File: config.mk
export PLATFORM = sky130hd
export DESIGN_NAME = swapn
export DESIGN_NICKNAME = d
export VERILOG_FILES = /design/src/rtl/swapn_pkg.sv /design/src/rtl/swapn_slot.sv /design/src/rtl/swapn.sv
export SDC_FILE = /design/constraint.sdc
export NUM_CORES = 1
export LEC_CHECK = 0
export ABC_AREA = 1
export CAP_MARGIN = 20
export CORE_MARGIN = 5
export CORE_UTILIZATION = 42
export CTS_BUF_LIST = sky130_fd_sc_hd__clkbuf_16
export DETAILED_ROUTE_END_ITERATION = 6
export MAX_ROUTING_LAYER = met4
export PLACE_DENSITY_LB_ADDON = 0.1
export SYNTH_ARGS = -nofsm -noshare
export SYNTH_HDL_FRONTEND = slang
export SYNTH_HIERARCHICAL = 1
export SYNTH_SLANG_ARGS = --single-unit
File: constraint.sdc
create_clock -name clk -period 1.1 [get_ports clk]
set_input_delay 0.165 -clock clk [delete_from_list [all_inputs] [get_ports clk]]
set_output_delay 0.165 -clock clk [all_outputs]
set_load 0.1 [all_outputs]
File: src/rtl/swapn_pkg.sv
// swapn_pkg: shared constants, output FSM states and routing helper for swapn
package swapn_pkg;
  localparam int MODE_ROT = 0;
  localparam int MODE_XOR = 1;

  typedef enum logic [1:0] {O_IDLE, O_REQ, O_RTZ} swapn_ostate_t;

  function automatic int swapn_src(input int j, input int s, input int m, input int mode);
    return (mode == MODE_XOR) ? (j ^ s) : ((j + s) % m);
  endfunction
endpackage

File: src/rtl/swapn_slot.sv
// swapn_slot: one-token 4-phase capture slot; releases the producer before the token is consumed
module swapn_slot #(
  parameter int W = 1
) (
  input  logic         clk,
  input  logic         rst,
  input  logic         i_r,
  output logic         o_a,
  input  logic [W-1:0] i_d,
  input  logic         i_consume,
  output logic         o_full,
  output logic [W-1:0] o_d
);
  logic         r_full;
  logic         r_ack;
  logic [W-1:0] r_d;
  logic         w_cap;

  assign w_cap  = i_r & ~r_ack & ~r_full;
  assign o_a    = r_ack;
  assign o_full = r_full;
  assign o_d    = r_d;

  // ack gates capture until the producer returns to zero; full holds off new tokens until consumed
  always_ff @(posedge clk or negedge rst)
    if (!rst) begin
      r_full <= 1'b0;
      r_ack  <= 1'b0;
      r_d    <= '0;
    end else begin
      r_ack  <= w_cap | (r_ack & i_r);
      r_full <= w_cap | (r_full & ~i_consume);
      r_d    <= w_cap ? i_d : r_d;
    end
endmodule

File: src/rtl/swapn.sv
// swapn: M-channel 4-phase permuter; each control token routes one round of inputs to outputs
module swapn
  import swapn_pkg::*;
#(
  parameter int M    = 2,
  parameter int N    = 1,
  parameter int MODE = MODE_XOR,
  localparam int CW  = $clog2(M)
) (
  input  logic           clk,
  input  logic           rst,
  input  logic [M-1:0]   r_i,
  output logic [M-1:0]   a_i,
  input  logic [M*N-1:0] d_i,
  input  logic           rctl_i,
  input  logic [CW-1:0]  dctl_i,
  output logic           actl_i,
  output logic [M-1:0]   r_o,
  input  logic [M-1:0]   a_o,
  output logic [M*N-1:0] d_o
);
  logic [N-1:0]   w_dq [M];
  logic [M-1:0]   w_full;
  logic           w_cfull;
  logic [CW-1:0]  w_s;
  logic           w_idle;
  logic           w_fire;
  swapn_ostate_t  r_st [M];
  swapn_ostate_t  w_nxt [M];
  logic [M*N-1:0] r_do;

  if (M < 2 || (MODE == MODE_XOR && (M & (M - 1)) != 0)) begin : g_bad
    $error("swapn: M must be >= 2, and a power of two for MODE_XOR");
  end

  for (genvar k = 0; k < M; k++) begin : g_slot
    swapn_slot #(.W(N)) u_slot (
      .clk       (clk),
      .rst       (rst),
      .i_r       (r_i[k]),
      .o_a       (a_i[k]),
      .i_d       (d_i[k*N +: N]),
      .i_consume (w_fire),
      .o_full    (w_full[k]),
      .o_d       (w_dq[k])
    );
  end

  swapn_slot #(.W(CW)) u_ctl (
    .clk       (clk),
    .rst       (rst),
    .i_r       (rctl_i),
    .o_a       (actl_i),
    .i_d       (dctl_i),
    .i_consume (w_fire),
    .o_full    (w_cfull),
    .o_d       (w_s)
  );

  // a round fires once every slot holds a token and every output channel has fully returned to zero
  always_comb begin
    w_idle = 1'b1;
    for (int j = 0; j < M; j++) w_idle = w_idle & (r_st[j] == O_IDLE);
    w_fire = (&w_full) & w_cfull & w_idle & ~(|a_o);
  end

  // per-channel output handshake: each channel runs its own 4-phase cycle after a fire
  always_comb begin
    w_nxt = r_st;
    for (int j = 0; j < M; j++)
      w_nxt[j] = (r_st[j] == O_IDLE && w_fire)  ? O_REQ  :
                 (r_st[j] == O_REQ  && a_o[j])  ? O_RTZ  :
                 (r_st[j] == O_RTZ  && !a_o[j]) ? O_IDLE : r_st[j];
  end

  // output FSM state register
  always_ff @(posedge clk or negedge rst)
    if (!rst) r_st <= '{default: O_IDLE};
    else r_st <= w_nxt;

  // routed data is latched only on a fire edge and otherwise holds through the RTZ
  always_ff @(posedge clk or negedge rst)
    if (!rst) r_do <= '0;
    else if (w_fire)
      for (int j = 0; j < M; j++) r_do[j*N +: N] <= w_dq[CW'(swapn_src(j, int'(w_s), M, MODE))];

  // request is raised only while a channel waits for its consumer's acknowledge
  always_comb begin
    r_o = '0;
    for (int j = 0; j < M; j++) r_o[j] = (r_st[j] == O_REQ);
  end

  assign d_o = r_do;
endmodule
# Word-level counts from Yosys, hierarchy flattened
# Cells that the tools add are included.
[word_totals] ff_bits=14 in_bits=10 elab_cells=72
[classes] n_lt_le_gt_ge=2 n_eq_ne=4 muxes=10 bitwise_logic=31 n_reduce_logical=14
[op_table] cell="1-bit bitwise AND" n=16
[op_table] cell="2-bit two-way mux" n=6
[op_table] cell="1-bit NOT" n=9
[op_table] cell="1-bit logical AND" n=6
[op_table] cell="1-bit OR" n=6
[op_table] cell="3-bit nonzero test" n=2
[op_table] cell="2-bit by 1-bit == test with 1-bit output, second input constant" n=2
[op_table] cell="2-bit == test, second input constant" n=2
[op_table] cell="1-bit by 2-bit greater-or-equal comparator with 1-bit output, second input constant" n=2
[op_table] cell="2-bit logical NOT" n=2
[op_table] cell="1-bit two-way mux" n=4
[op_table] cell="1-bit logical NOT" n=2
[op_table] cell="2-bit AND reduction" n=1
[op_table] cell="2-bit OR reduction" n=1

# Longest topological paths before layout
# Gate-level depths: netlist of the first run.
[logic_depth] ltp_word=7 depth_mapped=6 mapped_depth_nobuf=6

# Modules after synthesis
# Netlist of the first run, hierarchy kept.
[by_module_without_submodules] module="swapn_slot" n_inst=3 cells_per_inst=12 area_per_inst_um2=118.9 seq_area_each_um2=75.1
[by_module_without_submodules] module="swapn" n_inst=1 cells_per_inst=33 area_per_inst_um2=285.3 seq_area_each_um2=125.1

# Worst setup path after synthesis of the first run
# No wires, ideal clock.
[synth_path] path_type="register -> output" start="reg r_st[0] in the netlist's numbering" end="out r_o[1]" arrival_ns=1.704 setup_slack_ns=-0.769 stages_incl_launch_ff=3 path_buffers=0 cell_sequence="dfrtp_1 > inv_1 > nor2_1"
[synth_via] elab_chain_len=1
[synth_rtl] element="start: declaration" line_no="swapn.sv:28" source="swapn_ostate_t r_st [M];"
[synth_rtl] element="start signal: assignment" line_no="swapn.sv:79" source="else r_st <= w_nxt;"
[synth_rtl] element="2-bit by 1-bit == test with 1-bit output" line_no="swapn.sv:90" source="for (int j = 0; j < M; j++) r_o[j] = (r_st[j] == O_REQ);"
[synth_rtl] element="end: declaration" line_no="swapn.sv:18" source="output logic [M-1:0] r_o,"
# Every way passes these cells.

# Worst setup path after layout of the first run
[layout_path] start="reg r_st[1] in the netlist's numbering" end="out r_o[1]"
# The elaborated chain is that of the path after synthesis.

==> flow_summary.toml, run 1 <==
[setup_path]
reg2reg_to = "g_slot[1].u_slot/o_full"
r2r_slack_ns = -0.06
critPathMaxFanout = 2
r2r_start = "r_st[1]"
cp.arrival_ns = 1.02
endpoint_kind = "output port"
crit_type = "reg -> out"
start_kind = "register"
cp.required_ns = 0.94
rr_worst_depth = 7

[logic_synthesis]
synthesis.instances = 61
syn_nets = 71
ys_warn_count = 6
synth.cell_area_um2 = 564
avgSynthCellArea_um2 = 9.25

[floorplanning]
start_util_pct = 43.9
dieArea_mm2 = 0.00218
pin_count = 17
die_height_um = 46.7
core_mm2 = 0.00128
rows = 13
die_w_um = 46.7

[placed_design]
portBuffers = 14
place_inst = 94
gp_congestion = 0.694
hpwl_um = 795

[job]
drv_cap = 0

[timing]
fmax_ghz = 0.846
timing.setup.tns_ns = -0.293
finalCritPeriodShare_pct = 108
rsz0062_at_grt = "true"
finalSetupViolations = 7
timing.final.ws_setup_ns = -0.0826
slew_violations = 0
hold_viol = 0
worstMarginPinSlew_ns = 0.160
fin_skew_ns = 0.00485
hold_slack_ns = 0.239
period_needed_ns = 1.18
slew_headroom_pct = 89.3

[layout]
seqCellArea_um2 = 308
areaGrowthSynthToFinish_pct = 72.5
fillers = 85
final_net_count = 99
multiInputGateArea_um2 = 228
n_antenna_cell = 0
finalNonFillerCells = 103
final_core_util_pct = 75.8
drive_gt1_share_pct = 47.7

[run_status]
status = "finished with violations"
violations = "negative setup slack"

[global_routing]
overflow = 0
grt_pass1_wl_mm = 1.97
track_usage_pct = 13.9
grt_max_degree = 13
antenna_found_initial = 0
grt_pass1_vias = 472

[route]
drt_iter0_drc = 5
via_count = 479
detail-route-antenna-nets = 0
wl_mm = 1.16
dr.pass1.iters = 4
routed_via_density = 4.65
drc_errors = 0
wl_per_cell_um = 11.2

[power]
switching_share_pct = 45.3
leakage_nw = 0.474
combPwrFrac_pct = 57.0
power_frac_seq_pct = 23.8
ir_drop_mv = 2.42
p_per_area_mw_per_mm2 = 3460
p_int_mw = 1.84
clkPwrFrac_pct = 19.2
p_switching_mw = 1.53

[clock_tree]
hold_buffers = 0
htreeDepth = 1
worstSkewPairLatency_ns = 0.24
tritoncts = "yes"
cts.clk_slew.worst_paths_ns = 0.04
numCtsBuffers = 3
clock_sinks = 12
cts_buffer_depth = 2
clock-root-buffer = "clkbuf_16"

[worst_hold_path]
hp-class = "in -> async"
==> sequential cells by signal (all words and copies together) (netlist names) <==
name                  count
r_st                      4
g_slot.u_slot/o_a         2
g_slot.u_slot/o_full      2
d_o                       1
g_slot.u_slot/o_d         1
u_ctl/o_a                 1
u_ctl/o_full              1
==> how the worst max path moves through the flow <==
stage                        from                 endpoint  slack, ns  depth (start not counted)
after CTS                 r_st[1]                   r_o[1]      -0.08                          3
after floorplan           r_st[2]                  r_st[2]      -0.19                          5
after global placement     a_o[0]  g_slot[0].u_slot/o_full      -0.12                          5
after global routing      r_st[1]  g_slot[0].u_slot/o_full      -0.14                          7
after detailed placement   a_o[0]             u_ctl/o_full      -0.14                          5
final                     r_st[1]                   r_o[1]      -0.08                          3
==> worst max-delay path: stages, from the launching register on <==
cell     delay (ns)
dfrtp_1        0.39
buf_6          0.12
nor2_4         0.09
buf_12         0.18
==> placed cells by master (no fill, tap or decap) <==
cell             count
nand2_2              3
nand3_4              1
dfrtp_2              3
o21ai_0              3
inv_1                6
nand4_1              2
dfrtp_1              8
nand3_2              3
buf_4                7
clkdlybuf4s50_1      7
inv_2                5
inv_4                1
buf_6                3
dfrtp_4              1
clkbuf_16            3
a21oi_1              1
buf_12               7
nor2_4               5
nand2_1             18
o21ai_1              1
==> what timing repair did <==
action	in CTS	in global routing
setup endpoints to repair	2	10
buffers inserted	3	2
resized for setup	4	2
pin swaps	2	0
==> per-layer routing <==
| metal | track usage [%] | up-vias | wire (µm) |
|---|---|---|---|
| li1 | - | 243 | - |
| met4 | 9.94 | 0 | 9 |
| met3 | 3.52 | 2 | 59 |
| met5 | - | - | 0 |
| met1 | 17.4 | 223 | 505 |
| met2 | 19.2 | 11 | 582 |
==> power groups by stage <==
| stage | logic, mW | registers, mW | clock network (mW) |
|---|---|---|---|
| floorplan | 0.795 | 1.19 | 0 |
| global placement | 1.74 | 0.820 | 0 |
| detailed placement | 1.76 | 0.824 | 0 |
| CTS | 1.85 | 0.806 | 0.664 |
| global route | 2.02 | 0.833 | 0.699 |
| finish | 1.92 | 0.802 | 0.646 |
==> metrics by stage <==
stage | total power [mW] | setup WS (ns) | area, µm²
after floorplan | 1.98 | -0.187 | 588
after global placement | 2.56 | -0.117 | 843
after detailed placement | 2.58 | -0.143 | 843
after CTS | 3.33 | -0.0812 | 951
after global routing | 3.55 | -0.139 | 973
final | 3.37 | -0.0826 | 973
==> final cells by class <==
cell class,instances,share of cell area [%]
clock buffers,3,7.71
repair buffers,24,30.5
flip-flops and latches,12,31.6
well taps,15,1.93
multi-input cells,37,23.4
inverters,11,4.50
clock inverters,1,0.386
Note: power is estimated with default switching activity, not from simulation.
==> inputs of run 2 (changes only) <==
--- a/config.mk
+++ b/config.mk
@@ -13,6 +13,7 @@
 export DETAILED_ROUTE_END_ITERATION = 6
 export MAX_ROUTING_LAYER = met4
 export PLACE_DENSITY_LB_ADDON = 0.1
+export RECOVER_POWER = 50
 export SYNTH_ARGS = -nofsm -noshare
 export SYNTH_HDL_FRONTEND = slang
 export SYNTH_HIERARCHICAL = 1
==> constraint.sdc (replaced) <==
create_clock -name clk -period 1.1 [get_ports clk]
set_input_delay 0.33 -clock clk [delete_from_list [all_inputs] [get_ports clk]]
set_output_delay 0.33 -clock clk [all_outputs]
set_load 0.1 [all_outputs]
==> run 2 against run 1 <==
  * The run still ends with negative setup slack left
  * Hold slack gained 0.24 ns
  * Combinational power grew 8%
  * Clock-buffer cell count is the same
  * Fmax shrank 9.7%
  * Flip-flop and latch count is the same
  * Via count grew 0.63%
  * Utilization grew 3.9 points
  * Sequential power grew 0.5%
  * Critical endpoint is now r_o[0]
==> flow_summary.toml, run 2 (same netlist as run 1, synthesis figures left out) <==
[layout]
seqCellArea_um2 = 308
n_antenna_cell = 0
final_cell_mix = "nand2_1, buf_4, dfrtp_1"
final_area_mm2 = 0.00102
drive_gt1_share_pct = 55.4
final_net_count = 103
fillers = 77
areaGrowthSynthToFinish_pct = 81.4
multiInputGateArea_um2 = 249
regMostFlops = "r_st"
mostFrequentLayoutCell = "nand2_1"
largest_register_ffs = 4
final_core_util_pct = 79.6

[worst_hold_path]
hp-class = "reg -> reg"
holdPathStages = 2

[setup_path]
cpMaxStageDelayCell = "dfrtp_1"
endpoint_kind = "output port"
crit_type = "reg -> out"
cp.required_ns = 0.77
max_stage_delay_ns = 0.36
rr_worst_depth = 7
cp.arrival_ns = 0.98
critPathBufInv = 2
start_kind = "register"
worstPathCellList = "inv_2 -> nor2_4 -> buf_12"
path_depth = 3
r2r_slack_ns = -0.06
critPathMaxFanout = 2
critical_path.top_delay_family = "flip-flops"

[placed_design]
portBuffers = 14
place_ws_ns = -0.334
gp_congestion = 0.691
hpwl_um = 853
place_area_um2 = 836

[route]
detail-route-antenna-nets = 0
routed_via_density = 4.50
dr.pass1.iters = 4
drc_errors = 0
via_count = 482
drt_iter0_drc = 9
wl_per_cell_um = 11.7
wl_mm = 1.25

[global_routing]
antenna_found_initial = 0
grt_pass1_vias = 501
grt_pass1_wl_mm = 2.09
track_usage_pct = 14.9
grt_use_met1_pct = 15.9
overflow = 0
globalRoute.busiestLayer = "met2"
use_met3_pct = 3.52
use_met2_pct = 23.4
grt_max_degree = 13

[clock_tree]
numCtsBuffers = 3
clock_sinks = 12
tritoncts = "yes"
htreeDepth = 1
hold_buffers = 0
cts_buffer_depth = 2
cts.clk_slew.worst_paths_ns = 0.04
worstSkewPairLatency_ns = 0.24
clock-root-buffer = "clkbuf_16"

[timing]
timing.final.ws_setup_ns = -0.210
slew_violations = 0
fin_skew_ns = 0.00280
fmax_ghz = 0.764
period_needed_ns = 1.31
finalSetupViolations = 13
worstMarginPinSlew_ns = 0.298
rsz0062_at_grt = "true"
slew_headroom_pct = 80.2
finalCritPeriodShare_pct = 119
hold_viol = 0

[run_status]
violations = "negative setup slack"
status = "finished with violations"

[floorplanning]
rows = 13
pin_count = 17
start_util_pct = 43.9
die_w_um = 46.7
dieArea_mm2 = 0.00218
die_height_um = 46.7
core_mm2 = 0.00128

[power]
ir_drop_mv = 2.26
leakage_nw = 0.494
p_per_area_mw_per_mm2 = 3460

[job]
drv_cap = 0
-- run 2: cell types whose count changed in the layout (fill, tap and decap cells not counted), moves of 2 or more --
cell,before,now
buf_4,7,10
o21ai_0,3,1
nand2_1,18,16
clkdlybuf4s50_1,7,5
o21ai_2,0,3
-- run 2: layer usage --
layer,part of all wire [%],vias to the layer above
met1,37,222
met2,57,8
met4,1.4,0
li1,-,250
met5,0,-
met3,4.5,2
-- run 2: layout make-up --
type / instances / share of cell area (%)
well taps: 15 / 1.83
repair buffers: 28 / 31.5
multi-input cells: 37 / 24.3
flip-flops and latches: 12 / 30.1
clock buffers: 3 / 7.33
clock inverters: 1 / 0.367
inverters: 11 / 4.52
-- run 2: timing repair --
action                                  4_1_cts  5_1_grt
pin swaps                                     2        5
endpoints found under the setup margin       12       13
buffers inserted                              8        2
gates resized for setup                       8        8
endpoints found under the hold margin         0        0
-- run 2: worst reg2reg max path, cell delays in order, from the launching register on --
cell	delay, ns
dfrtp_1	0.41
buf_6	0.14
inv_4	0.06
nand2_4	0.05
nor2_4	0.13
nand3_4	0.12
inv_4	0.10
o21ai_2	0.05
-- run 2: through the flow --
step / setup TNS [ns] / instances / power, mW / hold slack (ns)
after CTS: -1.02 / 105 / 3.45 / 0.398
after global placement: -1.79 / 93 / 2.55 / 0.464
after detailed placement: -1.99 / 93 / 2.58 / 0.469
after global routing: -1.72 / 107 / 3.73 / 0.512
final: -1.11 / 107 / 3.54 / 0.479
after floorplan: -0.652 / 61 / 2.01 / 0.0344
-- run 2: worst paths after layout --
path	from	end
max	r_st[2]	r_o[0]
min	g_slot[0].u_slot/o_d	g_slot[0].u_slot/o_d
max reg2reg	r_st[1]	u_ctl/o_full
min reg2reg	g_slot[0].u_slot/o_d	g_slot[0].u_slot/o_d
max in group asynchronous	rst	d_o[0]
min in group asynchronous	rst	g_slot[0].u_slot/o_d
-- run 2: power by group --
group / total (mW) / internal, mW / leakage, nW / switching, mW
Combinational: 2.08 / 0.841 / 0.313 / 1.24
Sequential: 0.806 / 0.635 / 0.143 / 0.171
Clock: 0.652 / 0.477 / 0.0385 / 0.175
Total: 3.54 / 1.95 / 0.494 / 1.59
==> inputs of run 3 (changes only) <==
--- a/config.mk
+++ b/config.mk
@@ -14,6 +14,7 @@
 export MAX_ROUTING_LAYER = met4
 export PLACE_DENSITY_LB_ADDON = 0.1
 export RECOVER_POWER = 50
+export SKIP_LAST_GASP = 1
 export SYNTH_ARGS = -nofsm -noshare
 export SYNTH_HDL_FRONTEND = slang
 export SYNTH_HIERARCHICAL = 1
==> run 3 against run 2 <==
  * Fmax is the same
  * Clock skew is the same
  * First-iteration DRC count is the same
  * Power is essentially flat
  * The flow still finishes with violations (negative setup slack)
  * Worst setup slack is the same
  * Clock power is essentially flat
  * Final area is the same
  * Critical path depth is the same
  * Sequential share of layout area is the same
  * Final cell count is the same
  * Critical path type unchanged
  * Non-clock buffer count is the same
==> flow_summary.toml, run 3 (same netlist as run 1, synthesis figures left out) <==
[layout]
areaGrowthSynthToFinish_pct = 81.4
final_cell_mix = "nand2_1, buf_4, dfrtp_1"
final_net_count = 103
n_antenna_cell = 0
mostFrequentLayoutCell = "nand2_1"
drive_gt1_share_pct = 56.5
largest_register_ffs = 4
regMostFlops = "r_st"

[timing]
rsz0062_at_grt = "true"
hold_viol = 0
timing.setup.tns_ns = -1.11
finalCritPeriodShare_pct = 119
fin_skew_ns = 0.00280
slew_violations = 0
fmax_ghz = 0.764
slew_headroom_pct = 80.2
timing.final.ws_setup_ns = -0.210
finalSetupViolations = 13
period_needed_ns = 1.31
hold_slack_ns = 0.479
worstMarginPinSlew_ns = 0.298

[setup_path]
cp.required_ns = 0.77
max_stage_delay_ns = 0.36
worstPathCellList = "inv_2 -> nor2_4 -> buf_12"
cpMaxStageDelayCell = "dfrtp_1"
endpoint_kind = "output port"
crit_type = "reg -> out"
critical_path.top_delay_family = "flip-flops"
critPathMaxFanout = 2
cp.arrival_ns = 0.98
start_kind = "register"
critPathBufInv = 2

[global_routing]
antenna_found_initial = 0
grt_use_met1_pct = 15.9
track_usage_pct = 14.9
use_met2_pct = 23.4
grt_max_degree = 13
globalRoute.busiestLayer = "met2"
grt_pass1_wl_mm = 2.09
overflow = 0
use_met3_pct = 3.52
grt_pass1_vias = 505

[floorplanning]
core_mm2 = 0.00128
die_height_um = 46.7
dieArea_mm2 = 0.00218
die_w_um = 46.7
start_util_pct = 43.9
rows = 13
pin_count = 17

[clock_tree]
tritoncts = "yes"
worstSkewPairLatency_ns = 0.24
cts_buffer_depth = 2
cts.clk_slew.worst_paths_ns = 0.04
htreeDepth = 1
numCtsBuffers = 3
clock_sinks = 12
clock-root-buffer = "clkbuf_16"
hold_buffers = 0

[run_status]
violations = "negative setup slack"
status = "finished with violations"

[route]
routed_via_density = 4.50
detail-route-antenna-nets = 0
wl_per_cell_um = 11.7
via_count = 482
dr.pass1.iters = 4
drc_errors = 0
drt_iter0_drc = 9
wl_mm = 1.25

[power]
p_per_area_mw_per_mm2 = 3460
ir_drop_mv = 2.26
leakage_nw = 0.494

[job]
drv_cap = 0

[placed_design]
gp_congestion = 0.691
portBuffers = 14
hpwl_um = 853

[worst_hold_path]
hp-class = "reg -> reg"
-- run 3: report_power, final --
group	switching [mW]	total, mW	leakage [nW]	internal (mW)
sequential	0.174	0.808	0.143	0.635
clock	0.175	0.652	0.0385	0.477
combinational	1.24	2.08	0.313	0.842
-- run 3: worst reg2reg max path: cells and delay by family, from the launching register on --
kind / cells / cell delay, ns
DFF: 1 / 0.41
buffers and inverters: 3 / 0.30
and+or+nand+nor: 3 / 0.30
AOI/OAI and AO/OA: 1 / 0.05
-- run 3: layout make-up --
class                           count  area (µm²)
Fill cell                          77         262
Tap cell                           15        18.8
Sequential cell                    12         308
Inverter                           11        46.3
Multi-Input combinational cell     37         249
Timing Repair Buffer               28         323
Clock inverter                      1        3.75
Clock buffer                        3        75.1
-- run 3: per-stage QoR --
step	area [µm²]	total power [mW]	setup WS, ns	std cells	util (%)
2_1_floorplan	597	2.01	-0.187	61	-
3_3_place_gp	836	2.55	-0.291	93	65.0
3_5_place_dp	836	2.58	-0.334	93	65.0
4_1_cts	983	3.44	-0.201	105	76.5
5_1_grt	1020	3.73	-0.269	107	79.6
6_report	1020	3.54	-0.210	107	79.6
-- run 3: per-layer routing --
metal	share of wire, %	vias to the layer above	wire [µm]
li1	-	250	-
met1	37	222	468
met2	57	8	711
met3	4.5	2	56
met4	1.4	0	17
met5	0	-	0
-- run 3: final timing paths --
path	from	endpoint	slack [ns]	cells after the start
max	r_st[2]	r_o[0]	-0.21	3
min	g_slot[0].u_slot/o_d	g_slot[0].u_slot/o_d	0.48	2
max reg2reg	r_st[1]	u_ctl/o_full	-0.06	7
min reg2reg	g_slot[0].u_slot/o_d	g_slot[0].u_slot/o_d	0.48	2
max in group asynchronous	rst	d_o[0]	0.34	2
min in group asynchronous	rst	g_slot[0].u_slot/o_d	0.51	2
-- run 3: what timing repair did --
| action | 4_1_cts | 5_1_grt |
|---|---|---|
| endpoints found under the setup margin | 12 | 13 |
| cloned | 0 | 0 |
| setup buffers | 8 | 2 |
| pin swaps | 1 | 6 |
| resized for setup | 8 | 9 |
